### src/rtl/seq_det_event_logger_if.sv
// Event stream between the logger and its consumer: valid/ready handshake
// carrying the bit index of each detected match.
interface seq_det_event_logger_if #(
    parameter int IDX_W = 16
) ();

    logic             evt_valid;
    logic             evt_ready;
    logic [IDX_W-1:0] evt_idx;

    // Logger side: presents events, observes the consumer's ready.
    modport master (
        output evt_valid,
        output evt_idx,
        input  evt_ready
    );

    // Consumer side: observes events, drives ready.
    modport slave (
        input  evt_valid,
        input  evt_idx,
        output evt_ready
    );

endinterface

### src/rtl/seq_det_event_logger.sv
// seq_det_event_logger: runs beside the 1011 sequence detector, numbers every
// qualified serial bit, queues the index of each match-completing bit in a
// small first-word fall-through FIFO, keeps a saturating match total and
// flags any event lost to a full FIFO.
module seq_det_event_logger #(
    parameter int IDX_W = 16,
    parameter int DEPTH = 4,
    parameter int CNT_W = 8
) (
    input  logic                     clk,
    input  logic                     rst,
    input  logic                     bit_vld,
    input  logic                     match,
    input  logic                     clr,
    seq_det_event_logger_if.master   evt,
    output logic [CNT_W-1:0]         match_cnt,
    output logic                     overflow,
    output logic [$clog2(DEPTH):0]   fifo_level
);

    localparam int AW = $clog2(DEPTH);
    localparam int PW = AW + 1;
    localparam logic [CNT_W-1:0] CNT_MAX = '1;

    logic [IDX_W-1:0] bit_idx;
    logic [IDX_W-1:0] mem [DEPTH];
    logic [PW-1:0]    wr_ptr;
    logic [PW-1:0]    rd_ptr;
    logic [PW-1:0]    level;
    logic             empty;
    logic             full;
    logic             push;
    logic             pop;
    logic             push_ok;

    // The extra pointer bit separates full (level == DEPTH) from empty.
    assign level   = wr_ptr - rd_ptr;
    assign empty   = (wr_ptr == rd_ptr);
    assign full    = (level == PW'(DEPTH));

    // match is only meaningful alongside a qualified bit.
    assign push    = bit_vld & match;
    // Pop depends on the registered empty flag, so a push into an empty FIFO
    // is never bypassed to the output in the same cycle.
    assign pop     = ~empty & evt.evt_ready;
    // When full, a push is accepted only if the head leaves on the same edge.
    assign push_ok = push & (~full | pop);

    assign fifo_level    = level;
    assign evt.evt_valid = ~empty;
    assign evt.evt_idx   = empty ? '0 : mem[rd_ptr[AW-1:0]];

    // Bit index, FIFO pointers, saturating match count and sticky overflow;
    // clr wins over every other update in the same cycle.
    always_ff @(posedge clk or negedge rst) begin
        // NOTE: state registers use non-blocking assignments so every update
        // in this block sees the pre-edge values of the others.
        if (!rst) begin
            bit_idx   <= '0;
            wr_ptr    <= '0;
            rd_ptr    <= '0;
            match_cnt <= '0;
            overflow  <= 1'b0;
        end else if (clr) begin
            bit_idx   <= '0;
            wr_ptr    <= '0;
            rd_ptr    <= '0;
            match_cnt <= '0;
            overflow  <= 1'b0;
        end else begin
            if (bit_vld) begin
                bit_idx <= bit_idx + IDX_W'(1);
            end
            if (push_ok) begin
                wr_ptr <= wr_ptr + PW'(1);
            end
            if (pop) begin
                rd_ptr <= rd_ptr + PW'(1);
            end
            if (push && (match_cnt != CNT_MAX)) begin
                match_cnt <= match_cnt + CNT_W'(1);
            end
            if (push && !push_ok) begin
                overflow <= 1'b1;
            end
        end
    end

    // Event storage: captures the pre-increment bit index on an accepted push.
    always_ff @(posedge clk) begin
        // NOTE: the array has no reset; an entry is only ever read after it has
        // been written, and evt_idx is forced to 0 while the FIFO is empty.
        if (push_ok && !clr) begin
            mem[wr_ptr[AW-1:0]] <= bit_idx;
        end
    end

endmodule

### src/flat_wrapper.sv
// flat-port wrapper written by rule: the top's interface ports become plain ports
module seq_det_event_logger_flat 
#(
    parameter int IDX_W = 16,
    parameter int DEPTH = 4,
    parameter int CNT_W = 8
)
  (clk, rst, bit_vld, match, clr, match_cnt, overflow, fifo_level, evt_evt_valid, evt_evt_idx, evt_evt_ready);
  seq_det_event_logger_if #(.IDX_W(IDX_W)) evt_i ();
  input  logic clk;
  input  logic rst;
  input  logic bit_vld;
  input  logic match;
  input  logic clr;
  output logic [CNT_W-1:0] match_cnt;
  output logic overflow;
  output logic [$clog2(DEPTH):0] fifo_level;
  output wire logic [$bits(evt_i.evt_valid)-1:0] evt_evt_valid;
  output wire logic [$bits(evt_i.evt_idx)-1:0] evt_evt_idx;
  input wire logic [$bits(evt_i.evt_ready)-1:0] evt_evt_ready;
  assign evt_evt_valid = evt_i.evt_valid;
  assign evt_evt_idx = evt_i.evt_idx;
  assign evt_i.evt_ready = evt_evt_ready;
  seq_det_event_logger #(.IDX_W(IDX_W), .DEPTH(DEPTH), .CNT_W(CNT_W)) u_core (.clk(clk), .rst(rst), .bit_vld(bit_vld), .match(match), .clr(clr), .evt(evt_i), .match_cnt(match_cnt), .overflow(overflow), .fifo_level(fifo_level));
endmodule
### config.mk
export PLATFORM = sky130hd
export DESIGN_NAME = seq_det_event_logger_flat
export DESIGN_NICKNAME = d
export VERILOG_FILES = /design/src/rtl/seq_det_event_logger_if.sv /design/src/rtl/seq_det_event_logger.sv /design/src/flat_wrapper.sv
export SDC_FILE = /design/constraint.sdc
export NUM_CORES = 1
export LEC_CHECK = 0
export CORE_MARGIN = 2
export CORE_UTILIZATION = 40
export DETAILED_ROUTE_END_ITERATION = 10
export GPL_ROUTABILITY_DRIVEN = 0
export PLACE_DENSITY = 0.63
export SYNTH_ARGS = -nofsm -noshare
export SYNTH_HDL_FRONTEND = slang
export SYNTH_SLANG_ARGS = --single-unit
### constraint.sdc
create_clock -name clk -period 2.9 [get_ports clk]
set_clock_uncertainty 0.05 [all_clocks]
set_input_delay 0.87 -clock clk [delete_from_list [all_inputs] [get_ports clk]]
set_output_delay 0.87 -clock clk [all_outputs]
set_load 0.02 [all_outputs]
After elaboration in Yosys (flattened, before gate mapping)
Memory sizes are Yosys's and may differ from the RTL's.
Index checks and enable logic that the tools add are counted.
- input port bits: 6
- register bits: 31
- output and inout bits: 29
- RAM bits: 64
- word-level logic and storage cells: 43
- memories kept: 1
- add/sub/neg operators: 5
- multiplexer cells: 13
- bitwise operators: 6
- equality and inequality tests: 3
- reductions and logical operators: 10
- memory list (memory ; words ; bits a word ; rd ports ; clocked after memory_dff ; wr ports ; RTL line ; text):
    u_core.mem ; 4 ; 16 ; 1 ; 0 ; 1 ; seq_det_event_logger.sv:26 ; logic [IDX_W-1:0] mem [DEPTH];
- operator list (kind ; count):
    $mux W16 ; 3
    $add A16 B1 Y16 const B ; 1
    $mux W8 ; 2
    $mux W3 ; 4
    $reduce_bool A2 Y1 ; 5
    $add A8 B1 Y8 const B ; 1
    $ne A8 B8 Y1 const B ; 1
    $add A3 B1 Y3 const B ; 2
    $mux W1 ; 4
    $and A1 B1 Y1 ; 3
    $eq A3 B3 Y1 ; 1
    $eq A3 B3 Y1 const B ; 1
    $logic_and A1 B1 Y1 ; 3
    $sub A3 B3 Y3 ; 1
    $logic_not A1 Y1 ; 2
    $not A1 Y1 ; 2
    $or A1 B1 Y1 ; 1

Logic depth before layout (Yosys ltp)
Gate-level depths: netlist (run 1).
- depth after elaboration: 9
- mapped depth: 8
- mapped depth without buffers: 7

Worst setup path before layout (run 1)
OpenSTA, ideal clock, no wires.
- kind: register to output
- from: register u_core.rd_ptr[1]
- to: output evt_evt_idx[10]
- stages on the path, launching flop included: 9
- path slack: -0.186 ns
- data required time: 1.980 ns
- arrival time: 2.166 ns
- buffers on the path: 3
- path through: dfrtp_1 clkbuf_1 buf_2 inv_1 ha_1 nand2_1 nor2_1 clkbuf_1 and2b_1
- word-level cells in the longest chain between the ends: 2
- elaborated cells on any way between the ends: 3
- classes of those cells: 1 x eq/ne; 1 x mux; 1 x memory
- ends and longest elaborated chain (what ; RTL line ; text):
    start, declared ; seq_det_event_logger.sv:28 ; logic [PW-1:0] rd_ptr;
    start signal, assigned ; seq_det_event_logger.sv:78 ; rd_ptr <= rd_ptr + PW'(1);
    $mem_v2 Z4 W16 / $eq A3 B3 Y1 (equally long branches) ; n/a ;
    $mux W16 (*) ; seq_det_event_logger.sv:51 ; assign evt.evt_idx = empty ? '0 : mem[rd_ptr[AW-1:0]];
    end, declared ; flat_wrapper.sv:19 ; output wire logic [$bits(evt_i.evt_idx)-1:0] evt_evt_idx;
Mark *: on every way between the ends. The rest lies on a longest branch, timed or not.

Worst setup path after layout (run 1)
- from: register u_core.rd_ptr[0]
- to: output evt_evt_idx[8]
The elaborated chain is that of the path after synthesis.

==> qor.yml, run 1 <==
numCtsBuffers: 9
cp.depth: 7
critPathKind: "reg -> out"
rsz0062_at_grt: "yes"
ios: 35
grt_pass1_vias: 2507
min_period_over_period: 0.9810
avgSynthCellArea_um2: 14.65
route.vias.total: 2504
worst_slew_pin_slew_ns: 0.4211
grt_usage: 0.1534
area_growth_pct: 25.29
firstDrtPassIters: 4
cp-end-kind: "primary output"
core-area_um2: 10230
finalHoldViolations: 0
avgViaCountPerCell: 5.110
cts_tree: "yes"
die_area_um2: 11240
n_antenna_cell: 0
path_max_fanout: 5
setup_viol: 0
yosysMostFrequentCell: "edfxtp_1"
dp_slack_ns: -0.2506
drt_wl_total_um: 8124
power_density_nw_per_um2: 610.8
die_width_um: 106
ys_ff_latch: 95
syn_area_um2: 4161
antenna_left: 0
required_ns: 1.98
top_layer: "met4"
drt_iter0_drc: 125
grt_pass1_wl_um: 12940
grt_max_degree: 33
dp_hpwl_um: 4703
rows: 37
path_clk_slew_ns: 0.10
finalNetCount: 365
htreeDepth: 3
ctsHoldBuffers: 0
drive_gt1_frac: 0.2627
start_kind: "register"
slowest_stage: "dfrtp_2"
wl_met2_um: 3991
port_buffers: 34
path_buf_inv: 3
drc: 0
wl_met1_um: 3734
synth_edf_count: 64
async_reset_ff_frac: 0.3263
wire_per_inst_um: 16.58
root_buffer: "clkbuf_8"
insertion_delay_ns: 0.36
start_util: 0.4068
cellLeakagePower_nw: 1.999
ys_seq_area_frac: 0.6482
hold_depth: 2
pwr-share-comb: 0.222
max-cap-violations: 0
hold_class: "reg -> reg"
p_int_mw: 2.334
antenna_found_initial: 0
setup_ws_ns: 0.05496
timing.setup.tns_ns: 0
arrival_ns: 1.93
synth.largest_area_cell: "edfxtp_1"
routed-wl-met3_um: 275
reg2reg_depth: 8
yosysUniqueCellTypes: 39
min_period_ns: 2.845
critPathTopFamily: "flip-flops"
ir_drop_uv: 241.3
fmax_mhz: 351.5
p_sw_mw: 0.8503
ys.warnings.count: 0
crit_path_max_incr_delay_ns: 0.45
syn-instance-count: 284
relSlewSlack: 0.7192
power_mw: 3.185
synth_flop_cell: "edfxtp_1"
ys_top_cells_by_area: "edfxtp_1 (46%), dfrtp_1 (19%), mux4_2 (8.7%)"
dieHeight_um: 106
clock_sinks: 95
status: "finished clean"
power_frac_clock: 0.314
postSynthNetCount: 300
slew_viol_final: 0
grt_remaining_overflow: 0
yosys.area.top_type_share: 0.4618
cts_buffer_depth: 2
seqPwrFrac: 0.464
p_sw_frac: 0.2670
synthTopCellsByCount: "edfxtp_1 (64), dfrtp_1 (31), nor2_1 (22), mux4_2 (16), xor2_1 (15)"
crit_chain: "ha_4, nand2_4, nor2_4, clkbuf_16, buf_8, and2b_1, buf_4"
## stage by stage
step / area (µm²) / utilization / hold slack (ns) / instances
floorplan: 4165 / - / 0.4242 / 284
global placement: 4816 / 0.4707 / 0.4584 / 461
detailed placement: 4816 / 0.4707 / 0.4614 / 461
CTS: 5186 / 0.5069 / 0.4857 / 491
global route: 5214 / 0.5096 / 0.5298 / 490
finish: 5214 / 0.5096 / 0.4849 / 490
## worst paths after layout
| kind | startpoint | to | slack (ns) |
|---|---|---|---|
| min reg2reg | u_core.overflow | u_core.overflow | 0.48 |
| max reg2reg | u_core.wr_ptr[1] | u_core.mem[3][6] | 0.31 |
| max | u_core.rd_ptr[0] | evt_evt_idx[8] | 0.05 |
| min in group asynchronous | rst | u_core.match_cnt[1] | 0.86 |
| max in group asynchronous | rst | u_core.rd_ptr[0] | 1.62 |
| min | u_core.overflow | u_core.overflow | 0.48 |
## layout make-up
cell class              instances  area (µm²)
fillers                       855        5017
flip-flops and latches         95        2699
multi-input cells             167        1410
repair buffers                 68       671.9
well taps                     136       170.2
clock buffers                   9       123.9
clock inverters                 7       108.9
inverters                       8       30.03
## metal layers
| metal | track usage | vias to the layer above |
|---|---|---|
| met5 | 0 | - |
| li1 | - | 1182 |
| met3 | 0.02759 | 13 |
| met1 | 0.1988 | 1253 |
| met2 | 0.2576 | 56 |
| met4 | 0.06015 | 0 |
## cell usage in the layout, fill, tap and decap left out, types with 9 or more instances in the layout
cell type and count:
edfxtp_1 64, dfrtp_1 30, buf_4 22, nor2_1 21, mux4_2 16, xor2_1 15, clkdlybuf4s50_1 14, nor2b_1 11
a21oi_1 11, nand3_1 10, o21ai_0 10, buf_2 10, clkbuf_8 9
## kinds of logic (layout without fill, tap and decap cells)
kind of cell | after synthesis | in the layout | synth area share
and+or+nand+nor | 91 | 91 | 0.1212
DFF | 95 | 95 | 0.6482
xor gates and xnor gates | 18 | 18 | 0.03969
adders and majority gates | 10 | 10 | 0.03187
buffers and inverters | 22 | 92 | 0.02315
muxes | 20 | 20 | 0.09651
AOI/OAI and AO/OA | 28 | 28 | 0.03939
## sequential cells by signal, indices dropped and copies added (netlist names)
signal            cells
u_core.mem           64
u_core.bit_idx       16
u_core.match_cnt      8
u_core.rd_ptr         3
u_core.wr_ptr         3
u_core.overflow       1
## worst register-to-register path: stages (launching register included)
cell     delay, ns
dfrtp_1       0.42
buf_4         0.16
inv_1         0.12
fa_2          0.48
buf_4         0.17
a41o_1        0.23
nor3_1        0.25
and2_1        0.23
buf_12        0.17
## power groups by stage
stage	clock, mW	sequential [mW]	combinational [mW]
finish	1.00	1.48	0.706
global placement	0	1.50	0.555
global route	1.06	1.48	0.758
detailed placement	0	1.50	0.562
floorplan	0	1.51	0.326
CTS	1.03	1.48	0.708
## what timing repair did
action / in CTS / in global routing
cloned: 2 / 0
setup buffers: 12 / 0
setup endpoints to repair: 19 / 13
gates resized for setup: 82 / 15
pin swaps: 2 / 2
No activity file was read; power rests on OpenSTA's default activity.
==> inputs of run 2 (changes only) <==
==> constraint.sdc (replaced) <==
create_clock -name clk -period 2.9 [get_ports clk]
set_clock_uncertainty 0.05 [all_clocks]
set_input_delay 0.58 -clock clk [delete_from_list [all_inputs] [get_ports clk]]
set_output_delay 0.58 -clock clk [all_outputs]
set_load 0.02 [all_outputs]
==> qor.yml, run 2 (synthesized netlist as in run 1, its figures left out) <==
status: "finished clean"
routed-wl-met3_um: 207
die_area_um2: 11240
clock_sinks: 95
whs_ns: 0.4734
antenna_found_initial: 0
htreeDepth: 3
cts_buffer_depth: 2
power_density_nw_per_um2: 577.0
grt_usage: 0.1493
nFillCells: 892
root_buffer: "clkbuf_8"
setup_viol: 0
grt_remaining_overflow: 0
fmax_mhz: 357.0
required_ns: 2.27
dp_hpwl_um: 4917
hold_class: "reg -> reg"
largest_reg_flops: 64
fin_area_um2: 5049
layout_common_cells: "edfxtp_1 (64), dfrtp_1 (31), nor2_1 (21), clkdlybuf4s50_1 (18), mux4_2 (16)"
n_antenna_cell: 0
drt_wl_total_um: 7753
grt_pass1_wl_um: 12860
ir_drop_uv: 224.5
cellLeakagePower_nw: 2.000
drc: 0
drt_iter0_drc: 76
worst_slew_pin_slew_ns: 0.4124
avgViaCountPerCell: 5.152
wire_per_inst_um: 16.32
grt_pass1_vias: 2529
wl_met2_um: 3798
path_clk_slew_ns: 0.09
arrival_ns: 2.17
numCtsBuffers: 9
drive_gt1_frac: 0.1563
slew_viol_final: 0
insertion_delay_ns: 0.35
rsz0062_at_grt: "no"
register_area_um2: 2698
area_growth_pct: 21.32
port_buffers: 34
cts_tree: "yes"
firstDrtPassIters: 4
start_util: 0.4068
ios: 35
route.vias.total: 2447
start_kind: "register"
finalHoldViolations: 0
dieHeight_um: 106
finalNetCount: 350
min_period_ns: 2.801
core-area_um2: 10230
wl_met1_um: 3612
timing.setup.tns_ns: 0
grt_max_degree: 33
mostFrequentLayoutCell: "edfxtp_1"
rows: 37
critPathKind: "reg -> out"
top_layer: "met4"
antenna_left: 0
die_width_um: 106
relSlewSlack: 0.7251
place_area_um2: 4796
multi_input_area_um2: 1378
min_period_over_period: 0.9658
path_max_fanout: 5
max-cap-violations: 0
cp-end-kind: "primary output"
==> run 2: cell types whose count changed in the layout (fill, tap and decap cells not counted), moves of 3 or more <==
| cell | before | now |
|---|---|---|
| buf_8 | 3 | 0 |
| clkdlybuf4s50_1 | 14 | 18 |
| dlymetal6s2s_1 | 0 | 8 |
| buf_4 | 22 | 11 |
| buf_2 | 10 | 0 |
| dlygate4sd2_1 | 4 | 8 |
| buf_6 | 6 | 1 |
==> run 2: path summary, 6_finish.rpt <==
kind / startpoint / end / slack (ns) / depth (start not counted)
min in group asynchronous: rst / u_core.match_cnt[0] / 0.58 / 2
min reg2reg: u_core.overflow / u_core.overflow / 0.47 / 2
min: u_core.overflow / u_core.overflow / 0.47 / 2
max reg2reg: u_core.rd_ptr[0] / u_core.mem[2][6] / 0.43 / 6
max: u_core.rd_ptr[0] / fifo_level[1] / 0.1 / 4
max in group asynchronous: rst / u_core.bit_idx[10] / 1.92 / 2
==> run 2: what timing repair did <==
| action | CTS | global route |
|---|---|---|
| resized for setup | 14 | 9 |
| hold buffers | 0 | 0 |
| buffers inserted | 2 | 0 |
| endpoints found under the setup margin | 19 | 11 |
| pin swaps | 1 | 1 |
==> run 2: stage by stage <==
stage	cells	util	worst slack, ns	total power, mW
floorplan	284	-	0.08948	1.830
global placement	457	0.4688	0.1206	2.073
detailed placement	457	0.4688	0.06391	2.076
CTS	475	0.4911	0.01257	2.956
global route	475	0.4935	0.006711	3.047
finish	475	0.4935	0.09908	2.913
==> run 2: area by class of cell <==
class	count	share of cell area
clock inverters	5	0.01140
inverters	8	0.005948
flip-flops and latches	95	0.5343
repair buffers	53	0.1157
multi-input cells	167	0.2729
well taps	136	0.03371
clock buffers	11	0.02602
==> run 2: layer usage <==
layer / track usage / up-vias
li1: - / 1150
met4: 0.06109 / 0
met5: 0 / -
met2: 0.2452 / 49
met1: 0.1973 / 1237
met3: 0.02698 / 11
==> run 2: worst max-delay path: stages, from the launching register on <==
cell and delay, ns:
dfrtp_1 0.42, ha_1 0.23, fa_2 0.59, inv_1 0.05, clkdlybuf4s50_1 0.53
==> run 2: where the power goes <==
group	total, mW	internal [mW]	switching, mW
registers	1.48	1.46	0.0155
logic	0.586	0.294	0.292
clock network	0.850	0.400	0.450
total	2.91	2.16	0.758
==> inputs of run 3 (changes only) <==
- CTS_BUF_LIST: unset -> sky130_fd_sc_hd__clkbuf_16
==> qor.yml, run 3 (synthesized netlist as in run 1, its figures left out) <==
n_antenna_cell: 0
top_layer: "met4"
max-cap-violations: 0
insertion_delay_ns: 0.33
rrSetupSlack_ns: 0.42
clock_sinks: 95
crit_chain: "ha_1, fa_2, inv_1, clkdlybuf4s50_1"
min_from: "u_core.overflow"
largest_reg_flops: 64
status: "finished clean"
setup_ws_ns: 0.1219
drt_iter0_drc: 82
timing.setup.tns_ns: 0
grt_usage: 0.1511
root_buffer: "clkbuf_16"
firstDrtPassIters: 4
grt_max_degree: 33
nFillCells: 872
finalNetCount: 350
critPathTopFamily: "adder cells"
path_clk_slew_ns: 0.06
start_kind: "register"
ir_drop_uv: 437.3
wl_met1_um: 3647
cts_tree: "yes"
routed-wl-met3_um: 202
cellLeakagePower_nw: 2.080
reg2reg_depth: 6
grt_pass1_wl_um: 12920
ios: 35
drive_gt1_frac: 0.1563
dieHeight_um: 106
cp-end-kind: "primary output"
area_growth_pct: 24.11
mostFrequentLayoutCell: "edfxtp_1"
layout_common_cells: "edfxtp_1 (64), dfrtp_1 (31), nor2_1 (21), clkdlybuf4s50_1 (21), mux4_2 (16)"
dp.cells: 457
stdcell_count: 475
hold_class: "reg -> reg"
place_area_um2: 4796
finalHoldViolations: 0
relSlewSlack: 0.7263
dp_slack_ns: 0.06391
antenna_left: 0
utilization: 0.5048
worst_slew_pin_slew_ns: 0.4106
critPathKind: "reg -> out"
fin_area_um2: 5165
start_util: 0.4068
grt_remaining_overflow: 0
wire_per_inst_um: 16.41
htreeDepth: 3
port_buffers: 34
numCtsBuffers: 9
dp_hpwl_um: 4917
min_period_ns: 2.778
power_density_nw_per_um2: 622.7
drc: 0
rows: 37
ctsHoldBuffers: 0
fmax_mhz: 360.0
path_buf_inv: 2
cp.depth: 4
avgViaCountPerCell: 5.185
antenna_found_initial: 0
r2r-start: "u_core.rd_ptr[1]"
route.vias.total: 2463
wl_met2_um: 3807
die_width_um: 106
crit_path_max_incr_delay_ns: 0.59
rr_endpoint: "u_core.mem[2][14]"
required_ns: 2.27
setup_viol: 0
cts_buffer_depth: 2
startpoint: "u_core.rd_ptr[0]"
path_max_fanout: 5
die_area_um2: 11240
core-area_um2: 10230
grt_pass1_vias: 2520
hold_end: "u_core.overflow"
arrival_ns: 2.15
min_period_over_period: 0.9580
hold_depth: 2
slowest_stage: "fa_2"
slew_viol_final: 0
drt_wl_total_um: 7797
[run 3: worst max-delay path by stage]
stage | to | slack, ns
3_3_place_gp | u_core.mem[2][15] | 0.12
2_1_floorplan | u_core.mem[0][0] | 0.09
6_report | fifo_level[1] | 0.12
4_1_cts | fifo_level[2] | 0.00002
3_5_place_dp | evt_evt_idx[1] | 0.06
5_1_grt | evt_evt_idx[5] | -0.01
[run 3: cell type report]
type	instances	area [µm²]	share of cell area
flip-flops and latches	95	2698	0.5223
well taps	136	170.2	0.03295
multi-input cells	167	1378	0.2667
inverters	8	30.03	0.005814
clock inverters	7	65.06	0.01260
clock buffers	9	225.2	0.04360
repair buffers	53	599.3	0.1160
[run 3: worst register-to-register path, stage by stage, from the launching register on]
cell     delay, ns
dfrtp_1       0.36
buf_6         0.25
fa_2          0.52
a41o_1        0.26
nor3_1        0.31
and2_1        0.26
buf_12        0.18
[run 3: repair_timing]
action | in CTS | in global routing
endpoints found under the setup margin | 17 | 11
pin swaps | 1 | 1
buffers inserted | 2 | 0
resized for setup | 6 | 14
[run 3: report_power, final]
part	internal (mW)	total [mW]	switching, mW
logic	0.304	0.595	0.291
clock network	0.662	1.14	0.481
registers	1.46	1.48	0.0156
total	2.43	3.22	0.788
[run 3: through the flow]
stage / power, mW / hold slack [ns]
2_1_floorplan: 1.830 / 0.2344
3_3_place_gp: 2.073 / 0.4556
3_5_place_dp: 2.076 / 0.4672
4_1_cts: 3.257 / 0.4764
5_1_grt: 3.357 / 0.5252
6_report: 3.216 / 0.4700
[run 3: metal layers]
layer,GRT usage,up-vias
met5,0,-
met4,0.06955,0
met3,0.02882,9
met2,0.2438,47
met1,0.1992,1255
li1,-,1152
